==> src/rtl/cla_mp_arbiter_pkg.sv <==
// Shared types for the multi-requester byte-serial carry-lookahead arbiter.
package cla_mp_arbiter_pkg;

    localparam int BYTE_W = 8;

    typedef enum logic [1:0] {
        IDLE,
        RUN,
        RESP
    } state_t;

endpackage

==> src/rtl/cla_mp_arbiter_if.sv <==
// Request/response bundle between client datapaths and cla_mp_arbiter.
interface cla_mp_arbiter_if
    import cla_mp_arbiter_pkg::*;
#(
    parameter int NUM_REQ = 4,
    parameter int WORDS   = 4
);
    localparam int OW  = BYTE_W * WORDS;
    localparam int IDW = $clog2(NUM_REQ);

    logic [NUM_REQ-1:0]    req_valid;
    logic [NUM_REQ-1:0]    req_mode;
    logic [NUM_REQ*OW-1:0] req_x;
    logic [NUM_REQ*OW-1:0] req_y;
    logic [NUM_REQ-1:0]    req_ready;
    logic                  rsp_valid;
    logic                  rsp_ready;
    logic [IDW-1:0]        rsp_id;
    logic [OW-1:0]         rsp_sum;
    logic                  rsp_cout;
    logic                  rsp_ovf;

    modport master (
        output req_valid, req_mode, req_x, req_y, rsp_ready,
        input  req_ready, rsp_valid, rsp_id, rsp_sum, rsp_cout, rsp_ovf
    );

    modport slave (
        input  req_valid, req_mode, req_x, req_y, rsp_ready,
        output req_ready, rsp_valid, rsp_id, rsp_sum, rsp_cout, rsp_ovf
    );

endinterface

==> src/rtl/CarryLookAhead.sv <==
// 8-bit carry-lookahead adder; mode=1 inverts y, carry-in is supplied separately.
module CarryLookAhead (
    input  logic [7:0] x,
    input  logic [7:0] y,
    input  logic       mode,
    input  logic       cin,
    output logic [7:0] sum,
    output logic       cout
);
    logic [7:0] yy;
    logic [7:0] g;
    logic [7:0] p;
    logic [8:0] c;
    logic       acc;
    logic       pp;

    assign yy = y ^ {8{mode}};
    assign g  = x & yy;
    assign p  = x ^ yy;

    // Each carry is the flat OR of generate terms gated by the propagate chain.
    always_comb begin
        c    = '0;
        acc  = 1'b0;
        pp   = 1'b0;
        c[0] = cin;
        for (int unsigned i = 0; i < 8; i++) begin
            acc = g[i];
            pp  = p[i];
            for (int unsigned j = i; j > 0; j--) begin
                acc = acc | (pp & g[j-1]);
                pp  = pp & p[j-1];
            end
            c[i+1] = acc | (pp & cin);
        end
    end

    assign sum  = p ^ c[7:0];
    assign cout = c[8];

endmodule

==> src/rtl/cla_mp_arbiter.sv <==
// Round-robin arbiter sharing one 8-bit CLA; each granted add/sub runs LSB-first over WORDS bytes.
module cla_mp_arbiter
    import cla_mp_arbiter_pkg::*;
#(
    parameter int NUM_REQ = 4,
    parameter int WORDS   = 4
) (
    input logic             clk,
    input logic             reset,
    cla_mp_arbiter_if.slave bus
);
    localparam int OW  = BYTE_W * WORDS;
    localparam int IDW = $clog2(NUM_REQ);
    localparam int IXW = (WORDS > 1) ? $clog2(WORDS) : 1;

    state_t state;
    state_t nxt;

    logic [IDW-1:0]                ptr;
    logic [IDW-1:0]                gid;
    logic [WORDS-1:0][BYTE_W-1:0]  xr;
    logic [WORDS-1:0][BYTE_W-1:0]  yr;
    logic [WORDS-1:0][BYTE_W-1:0]  sum_r;
    logic                          carry;
    logic                          cout_r;
    logic                          ovf_r;
    logic [IXW-1:0]                idx;
    logic                          last;

    logic [NUM_REQ-1:0][OW-1:0]    xin;
    logic [NUM_REQ-1:0][OW-1:0]    yin;
    logic [IDW:0]                  pick;
    logic                          pick_ok;
    logic [IDW-1:0]                pick_id;
    logic                          accept;
    logic                          rsp_fire;

    logic [BYTE_W-1:0]             cla_sum;
    logic                          cla_cout;

    // First set bit at or above p, wrapping; MSB of the result flags a hit.
    function automatic logic [IDW:0] rr_pick(input logic [NUM_REQ-1:0] v,
                                             input logic [IDW-1:0]     p);
        logic [IDW:0] r;
        int unsigned  t;
        r = '0;
        for (int unsigned k = 0; k < NUM_REQ; k++) begin
            t = (32'(p) + k) % NUM_REQ;
            if (!r[IDW] && v[IDW'(t)]) begin
                r = {1'b1, IDW'(t)};
            end
        end
        return r;
    endfunction

    assign xin     = bus.req_x;
    assign yin     = bus.req_y;
    assign pick    = rr_pick(bus.req_valid, ptr);
    assign pick_ok = pick[IDW];
    assign pick_id = pick[IDW-1:0];
    assign last    = (idx == IXW'(WORDS - 1));

    always_ff @(posedge clk or posedge reset) begin
        if (reset) begin
            state <= IDLE;
        end else begin
            state <= nxt;
        end
    end

    // req_ready is gated by reset so a pending request is never strobed while held in reset.
    always_comb begin
        nxt           = state;
        bus.req_ready = '0;
        accept        = 1'b0;
        rsp_fire      = 1'b0;
        case (state)
            IDLE: begin
                if (pick_ok && !reset) begin
                    bus.req_ready[pick_id] = 1'b1;
                    accept                 = 1'b1;
                    nxt                    = RUN;
                end
            end
            RUN: begin
                if (last) begin
                    nxt = RESP;
                end
            end
            RESP: begin
                if (bus.rsp_ready) begin
                    rsp_fire = 1'b1;
                    nxt      = IDLE;
                end
            end
            default: nxt = IDLE;
        endcase
    end

    always_ff @(posedge clk or posedge reset) begin
        if (reset) begin
            ptr    <= '0;
            gid    <= '0;
            xr     <= '0;
            yr     <= '0;
            sum_r  <= '0;
            carry  <= 1'b0;
            cout_r <= 1'b0;
            ovf_r  <= 1'b0;
            idx    <= '0;
        end else begin
            if (accept) begin
                xr    <= xin[pick_id];
                yr    <= yin[pick_id] ^ {OW{bus.req_mode[pick_id]}};
                carry <= bus.req_mode[pick_id];
                gid   <= pick_id;
                idx   <= '0;
            end
            if (state == RUN) begin
                sum_r[idx] <= cla_sum;
                carry      <= cla_cout;
                idx        <= idx + 1'b1;
                if (last) begin
                    cout_r <= cla_cout;
                    ovf_r  <= (xr[WORDS-1][BYTE_W-1] == yr[WORDS-1][BYTE_W-1]) &&
                              (cla_sum[BYTE_W-1] != xr[WORDS-1][BYTE_W-1]);
                end
            end
            if (rsp_fire) begin
                ptr <= IDW'((32'(gid) + 1) % NUM_REQ);
            end
        end
    end

    // y is already conditioned, so the adder always runs in add mode.
    CarryLookAhead u_cla (
        .x    (xr[idx]),
        .y    (yr[idx]),
        .mode (1'b0),
        .cin  (carry),
        .sum  (cla_sum),
        .cout (cla_cout)
    );

    assign bus.rsp_valid = (state == RESP);
    assign bus.rsp_id    = gid;
    assign bus.rsp_sum   = sum_r;
    assign bus.rsp_cout  = cout_r;
    assign bus.rsp_ovf   = ovf_r;

endmodule

==> src/flat_wrapper.sv <==
// flat-port wrapper written by rule: the top's interface ports become plain ports
module cla_mp_arbiter_flat import cla_mp_arbiter_pkg::*;
#(
    parameter int NUM_REQ = 4,
    parameter int WORDS   = 4
)
  (clk, reset, bus_req_valid, bus_req_mode, bus_req_x, bus_req_y, bus_rsp_ready, bus_req_ready, bus_rsp_valid, bus_rsp_id, bus_rsp_sum, bus_rsp_cout, bus_rsp_ovf);
  cla_mp_arbiter_if #(.NUM_REQ(NUM_REQ), .WORDS(WORDS)) bus_i ();
  input logic clk;
  input logic reset;
  input wire logic [$bits(bus_i.req_valid)-1:0] bus_req_valid;
  input wire logic [$bits(bus_i.req_mode)-1:0] bus_req_mode;
  input wire logic [$bits(bus_i.req_x)-1:0] bus_req_x;
  input wire logic [$bits(bus_i.req_y)-1:0] bus_req_y;
  input wire logic [$bits(bus_i.rsp_ready)-1:0] bus_rsp_ready;
  output wire logic [$bits(bus_i.req_ready)-1:0] bus_req_ready;
  output wire logic [$bits(bus_i.rsp_valid)-1:0] bus_rsp_valid;
  output wire logic [$bits(bus_i.rsp_id)-1:0] bus_rsp_id;
  output wire logic [$bits(bus_i.rsp_sum)-1:0] bus_rsp_sum;
  output wire logic [$bits(bus_i.rsp_cout)-1:0] bus_rsp_cout;
  output wire logic [$bits(bus_i.rsp_ovf)-1:0] bus_rsp_ovf;
  assign bus_i.req_valid = bus_req_valid;
  assign bus_i.req_mode = bus_req_mode;
  assign bus_i.req_x = bus_req_x;
  assign bus_i.req_y = bus_req_y;
  assign bus_i.rsp_ready = bus_rsp_ready;
  assign bus_req_ready = bus_i.req_ready;
  assign bus_rsp_valid = bus_i.rsp_valid;
  assign bus_rsp_id = bus_i.rsp_id;
  assign bus_rsp_sum = bus_i.rsp_sum;
  assign bus_rsp_cout = bus_i.rsp_cout;
  assign bus_rsp_ovf = bus_i.rsp_ovf;
  cla_mp_arbiter #(.NUM_REQ(NUM_REQ), .WORDS(WORDS)) u_core (.clk(clk), .reset(reset), .bus(bus_i));
endmodule
==> config.mk <==
export PLATFORM = sky130hd
export DESIGN_NAME = cla_mp_arbiter_flat
export DESIGN_NICKNAME = d
export VERILOG_FILES = /design/src/rtl/cla_mp_arbiter_pkg.sv /design/src/rtl/cla_mp_arbiter_if.sv /design/src/rtl/CarryLookAhead.sv /design/src/rtl/cla_mp_arbiter.sv /design/src/flat_wrapper.sv
export SDC_FILE = /design/constraint.sdc
export NUM_CORES = 1
export LEC_CHECK = 0
export ABC_AREA = 1
export ABC_CLOCK_PERIOD_IN_PS = 5800
export CORE_MARGIN = 2
export CORE_UTILIZATION = 42
export DETAILED_ROUTE_END_ITERATION = 6
export GPL_ROUTABILITY_DRIVEN = 0
export PLACE_DENSITY = 0.75
export SYNTH_ARGS = -nofsm -noshare
export SYNTH_HDL_FRONTEND = slang
export SYNTH_SLANG_ARGS = --single-unit
==> constraint.sdc <==
create_clock -name clk -period 5.8 [get_ports clk]
set_input_delay 1.16 -clock clk [delete_from_list [all_inputs] [get_ports clk]]
set_output_delay 1.16 -clock clk [all_outputs]
set_load 0.05 [all_outputs]
After elaboration in Yosys (flattened, before gate mapping)
Index checks and enable logic that the tools add are counted.

word-level totals
  register bits = 107
  word-level logic and storage cells = 200

operators by class
  add/sub/neg operators = 5
  magnitude comparators = 8
  equal/unequal tests = 8
  multiplexer cells = 41
  bitwise gates (word level) = 104
  reduce and logical (&&, ||, !) cells = 15

operators by type and width
  operator                                              number
  binary-select mux 32 bit (select 2 bit)               2
  AND 1 bit                                             64
  two-way mux 32 bit                                    2
  OR 1 bit                                              36
  binary-select mux 8 bit (select 2 bit)                2
  bitwise mux 32 bit                                    1
  bitwise XOR 32 bit                                    1
  two-way mux 8 bit                                     3
  < comparator 2 x 3 -> 1 bit (second input constant)   6
  demux 8 bit (select 2 bit)                            1
  bitwise XOR 8 bit                                     2
  two-way mux 1 bit                                     12
  two-way mux 3 bit                                     4
  binary-select mux 1 bit (select 2 bit)                5
  two-way mux 2 bit                                     5
  AND 8 bit                                             1
  two-way mux 4 bit                                     2
  logical AND 1 bit                                     7
  adder 2 x 1 -> 2 bit (second input constant)          3
  case mux 2 bit (3 select lines)                       1
  adder 2 bit (second input constant)                   2
  == test 2 bit (second input constant)                 2
  >= comparator 2 x 1 -> 1 bit (second input constant)  2
  zero test 1 bit                                       4
  10 further kinds                                      11

Longest topological paths before layout
  depth after elaboration = 18
  mapped depth = 18
  depth with buffers taken out = 16

Modules after synthesis
From an unflattened synthesis, not the netlist that was laid out.

unflattened totals
  cells, all modules = 1493
  area, all modules = 9001.1 µm²

by module, submodules not included
  module          instances  cells an instance  area each (µm²)  seq. area each (µm²)
  cla_mp_arbiter  1          1415               8504.4           2677.6
  CarryLookAhead  1          78                 496.7            0.0

Worst setup path before layout
Ideal clock, no wire load.

  path type = in2out
  start = input port reset
  end = output port bus_req_ready[3]
  arrival time = 5.560 ns
  required time = 4.640 ns
  path slack = -0.920 ns
  stages on the path = 5
  cell sequence = inv_1 -> nand3_1 -> buf_2 -> buf_2 -> nor3_1

between the ends
  cells in the longest elaborated chain, start to end = 4

RTL lines
  what                       line                  RTL
  start: declaration         flat_wrapper.sv:10    input logic reset;
  zero test 1 bit (no line)  -
  logical AND 1 bit          cla_mp_arbiter.sv:79  if (pick_ok && !reset) begin
  two-way mux 4 bit          cla_mp_arbiter.sv:79
  two-way mux 4 bit          cla_mp_arbiter.sv:77  case (state)
  end: declaration           flat_wrapper.sv:16    output wire logic [$bits(bus_i.req_ready)-1:0] bus_req_ready;

Every way passes these cells.

Final worst setup path
  start = input port bus_req_valid[2]
  end = output port bus_req_ready[2]

between the ends
  cells in the longest elaborated chain, start to end = 18

RTL lines
  what                                                                                               line                  RTL
  start: declaration                                                                                 flat_wrapper.sv:11    input wire logic [$bits(bus_i.req_valid)-1:0] bus_req_valid;
  binary-select mux 1 bit (select 2 bit)                                                             cla_mp_arbiter.sv:49  if (!r[IDW] && v[IDW'(t)]) begin
  two-way mux 1 bit (implied by the code)                                                            cla_mp_arbiter.sv:49
  two-way mux 3 bit                                                                                  cla_mp_arbiter.sv:49
  zero test 1 bit                                                                                    cla_mp_arbiter.sv:49
  logical AND 1 bit                                                                                  cla_mp_arbiter.sv:49
  two-way mux 3 bit                                                                                  cla_mp_arbiter.sv:49
  zero test 1 bit                                                                                    cla_mp_arbiter.sv:49
  logical AND 1 bit                                                                                  cla_mp_arbiter.sv:49
  [... 2 more ...]                                                                                   -
  logical AND 1 bit                                                                                  cla_mp_arbiter.sv:49
  two-way mux 3 bit *                                                                                cla_mp_arbiter.sv:49
  < comparator 2 x 3 -> 1 bit (implied by the code) or >= comparator 2 x 1 -> 1 bit (tied branches)  cla_mp_arbiter.sv:80  bus.req_ready[pick_id] = 1'b1;
  logical AND 1 bit (implied by the code)                                                            cla_mp_arbiter.sv:80
  two-way mux 1 bit (implied by the code)                                                            cla_mp_arbiter.sv:80
  demux 1 bit (select 2 bit)                                                                         -
  two-way mux 4 bit *                                                                                cla_mp_arbiter.sv:79
  two-way mux 4 bit *                                                                                cla_mp_arbiter.sv:77

Every way passes the cells marked *; elsewhere a longest branch is shown, timed or not. The select of a mux whose other input is x is not followed.

==> run_results.csv <==
group,metric,value,unit
status,status,"complete, no violations",
worst_setup_path,arrival,3.72,ns
yosys,synth-compound-area-share,0.08369,
drt,top_layer_used,"met4",
global_routing,first_global_vias,9528,
timing,worst_slew_pin_slew,0.9880,ns
worst_setup_path,cp-start-kind,"input port",
drt,vias_per_cell,5.280,
global_routing,grt_first_pass_wirelength,48270,µm
timing,finalSetupTns,0,ns
worst_setup_path,worst-path-max-fanout,59,
cells_and_area,layout.nets,1973,
place,dpl_worst_slack,0.9294,ns
yosys,yosysWarnings,0,
worst_setup_path,path_class,"input port to output port",
worst_setup_path,crit_start,"bus_req_valid[2]",
floorplanning,rows,52,
timing,setup_slack,0.9199,ns
worst_setup_path,r2r_end,"u_core.carry$_DFFE_PP0P_",
floorplanning,ios,308,
yosys,synthMuxAreaShare,0,
yosys,synth_xor_area_frac,0.002984,
timing,hold_viol,0,
drt,post-route-drc-count,0,
yosys,yosys.area_share.simple,0.5071,
yosys,syn-mean-instance-area,6.003,µm²
min_path,hold_end,"u_core.xr[23]$_DFFE_PP0P_",
flow_run,max_cap_viol_count,0,
drt,first_pass_iters,7,
floorplanning,dieHeight,148.8,µm
drt,vias,10410,
timing,fmax,0.2049,GHz
worst_setup_path,rrSetupSlack,1.68,ns
clock_network,root_buffer,"clkbuf_16",
timing,timing.hold.ws,0.4813,ns
drt,wl_met1,13280,µm
place,hpwl,21610,µm
pwr,p_leak,6.063,nW
timing,slew-limit-headroom,0.3413,
worst_setup_path,r2r-start,"u_core.idx[0]$_DFFE_PP0P_",
timing,period_needed,4.880,ns
yosys,synth_nets,1747,
drt,wirelength,30310,µm
drt,wl_met2,14450,µm
yosys,yosysUniqueCellTypes,37,
yosys,ys.flop_type,"dfrtp_1",
worst_setup_path,critPathCaptureType,"output port",
floorplanning,fp.coreArea,20430,µm²
clock_network,clock_sinks,107,
place,place_area,11800,µm²
yosys,synth_seq_cells,107,
timing,fin_crit_sh,0.8414,
global_routing,antenna_found_initial,3,
min_path,min_path_cells,2,
floorplanning,die_area,22140,µm²
timing,rsz0062_at_grt,"false",
yosys,synth_top_family_by_area,"simple AND/OR/NAND/NOR gates",
place,dpl.cell_count,1952,
floorplanning,start_util,0.4310,
yosys,ys_async_sr_fraction,1.000,
min_path,hold_path.startpoint,"u_core.xr[23]$_DFFE_PP0P_",
floorplanning,die_w,148.8,µm
clock_network,cts_hold_buf,0,
timing,skew,0.009724,ns
clock_network,insertion_delay,0.35,ns
clock_network,post_cts_resized,0,
global_routing,grtUsageTotal,0.2703,
yosys,syn_inst,1467,
pwr,power.density,713.4,nW/µm²
yosys,synth_area,8806,µm²
clock_network,cts_buffers,9,
worst_setup_path,r2r_cells,15,
cells_and_area,syn2layout_area_growth,37.30,%
timing,slew_violations,0,
global_routing,grt_max_degree,101,
clock_network,clkTransAtPathRegs,0.07,ns
timing,finalSetupViolations,0,
global_routing,grt_overflow,0,
min_path,hold_path.class,"register to register",
yosys,ys_seq_area_frac,0.3041,
drt,first_iter_violations,832,
drt,wl_per_cell,15.38,µm
pwr,peakVddDrop,0.0006182,V
drt,wl_met3,1978,µm
worst_setup_path,cp_data_required_time,4.64,ns
clock_network,cts_setup_buffers,0,
clock_network,cts_max_path_buffers,2,
cells_and_area,drive_gt1_frac,0.03357,
drt,antenna_left,0,
clock_network,cts_tree,"built",
yosys,synthAdderAreaFrac,0.01932,
clock_network,cts_max_level,3,
cells_and_area,final_cells,1971,
place,numPortBuffers,307,
yosys,synth_edf_count,0,
cells_and_area,finalInstanceArea,12090,µm²
-- kinds of logic (layout without fill, tap and decap cells) --
group,count (synthesis),in the layout
simple gates,1077,1077
buf+inv,143,374
compound gates,124,124
flops,107,107
fa+ha+maj,13,13
xor+xnor,3,3
other cells,0,3
-- Yosys cell counts, types with 2 or more instances --
master	instances	share of area
buf_4	16	0.014
nand3_1	183	0.10
o21ai_1	2	0.0011
nor2_1	67	0.029
a22oi_1	32	0.027
nand2_1	758	0.32
buf_2	58	0.033
inv_2	6	0.0026
buf_1	4	0.0017
dfrtp_1	107	0.30
nand4_1	52	0.037
o21ai_0	62	0.035
nor2_2	2	0.0014
inv_1	31	0.013
a21oi_1	8	0.0045
a32oi_1	2	0.0020
o22ai_1	12	0.0085
clkbuf_1	19	0.0081
xnor2_1	2	0.0020
or2_2	2	0.0014
nand2_2	4	0.0028
buf_6	8	0.010
nor3_1	2	0.0011
ha_1	12	0.017
nand3_2	2	0.0023
nor2_4	3	0.0038
-- sequential cells by signal, summed over array words and instances (netlist names) --
register,flops
u_core.bus.rsp_sum,32
u_core.xr,32
u_core.yr,32
u_core.bus.rsp_id,2
u_core.idx,2
u_core.ptr,2
u_core.state,2
u_core.bus.rsp_cout,1
u_core.bus.rsp_ovf,1
u_core.carry,1
-- cell type report --
| type | count | area, µm² |
|---|---|---|
| Tap cell | 270 | 337.8 |
| Timing Repair Buffer | 320 | 3198 |
| Inverter | 38 | 146.4 |
| Sequential cell | 107 | 2678 |
| Clock inverter | 7 | 56.30 |
| Multi-Input combinational cell | 1217 | 5441 |
| Clock buffer | 9 | 225.2 |
| Fill cell | 1990 | 8339 |
| Antenna cell | 3 | 7.507 |
-- cells in the final DEF, fill, tap and decap left out, types with 2 or more instances in the layout --
master | Yosys | routed
inv_6 | 0 | 3
nand4_1 | 52 | 52
inv_2 | 6 | 6
a32oi_1 | 2 | 2
dfrtp_1 | 107 | 107
ha_1 | 12 | 12
o21ai_0 | 62 | 62
o21ai_1 | 2 | 2
buf_4 | 16 | 14
buf_12 | 0 | 3
o22ai_1 | 12 | 12
clkbuf_16 | 0 | 9
a21oi_1 | 8 | 8
nand3_2 | 2 | 3
clkdlybuf4s50_1 | 0 | 303
nor3_1 | 2 | 2
diode_2 | 0 | 3
nor2_1 | 67 | 67
xnor2_1 | 2 | 2
clkinv_2 | 0 | 2
nand2_1 | 758 | 756
or2_2 | 2 | 2
nand2_4 | 0 | 3
inv_1 | 31 | 30
a22oi_1 | 32 | 32
nand3_1 | 183 | 181
nor2_4 | 3 | 4
nand2_2 | 4 | 3
-- through the flow --
step / total power (W) / util
after floorplan: 0.006534 / -
after global placement: 0.007885 / 0.5777
after detailed placement: 0.008001 / 0.5777
after CTS: 0.008629 / 0.5914
after global routing: 0.009568 / 0.5917
final: 0.008625 / 0.5918
-- routing by layer --
layer,vias to the layer above,global-route usage
met5,-,0
met4,0,0.06952
met3,38,0.04862
met2,362,0.4484
met1,4773,0.3663
li1,5233,-
-- power breakdown --
part           internal (W)  total (W)  leakage, nW  switching (W)
sequential          0.00112    0.00138         1.33       0.000256
clock              0.000298   0.000590        0.143       0.000291
combinational       0.00209    0.00666         4.59        0.00457
-- critical path, cell delays in order --
cell             delay [ns]
clkdlybuf4s50_1        0.50
inv_1                  0.07
nand2_1                0.06
nand2_1                0.06
nand2_1                0.07
nand2_1                0.10
a21oi_1                0.25
nand2_4                0.29
nand2_4                0.63
nand2_2                0.12
nor2_1                 0.23
buf_12                 0.17
-- how the worst max path moves through the flow --
stage / cells past startpoint / endpoint / slack (ns)
finish: 12 / bus_req_ready[2] / 0.92
CTS: 12 / bus_req_ready[2] / 0.92
global route: 12 / bus_req_ready[2] / 0.70
floorplan: 5 / bus_req_ready[3] / 0.44
global placement: 12 / bus_req_ready[2] / 1.0
detailed placement: 12 / bus_req_ready[2] / 0.93
Note: power is estimated with default switching activity, not from simulation.
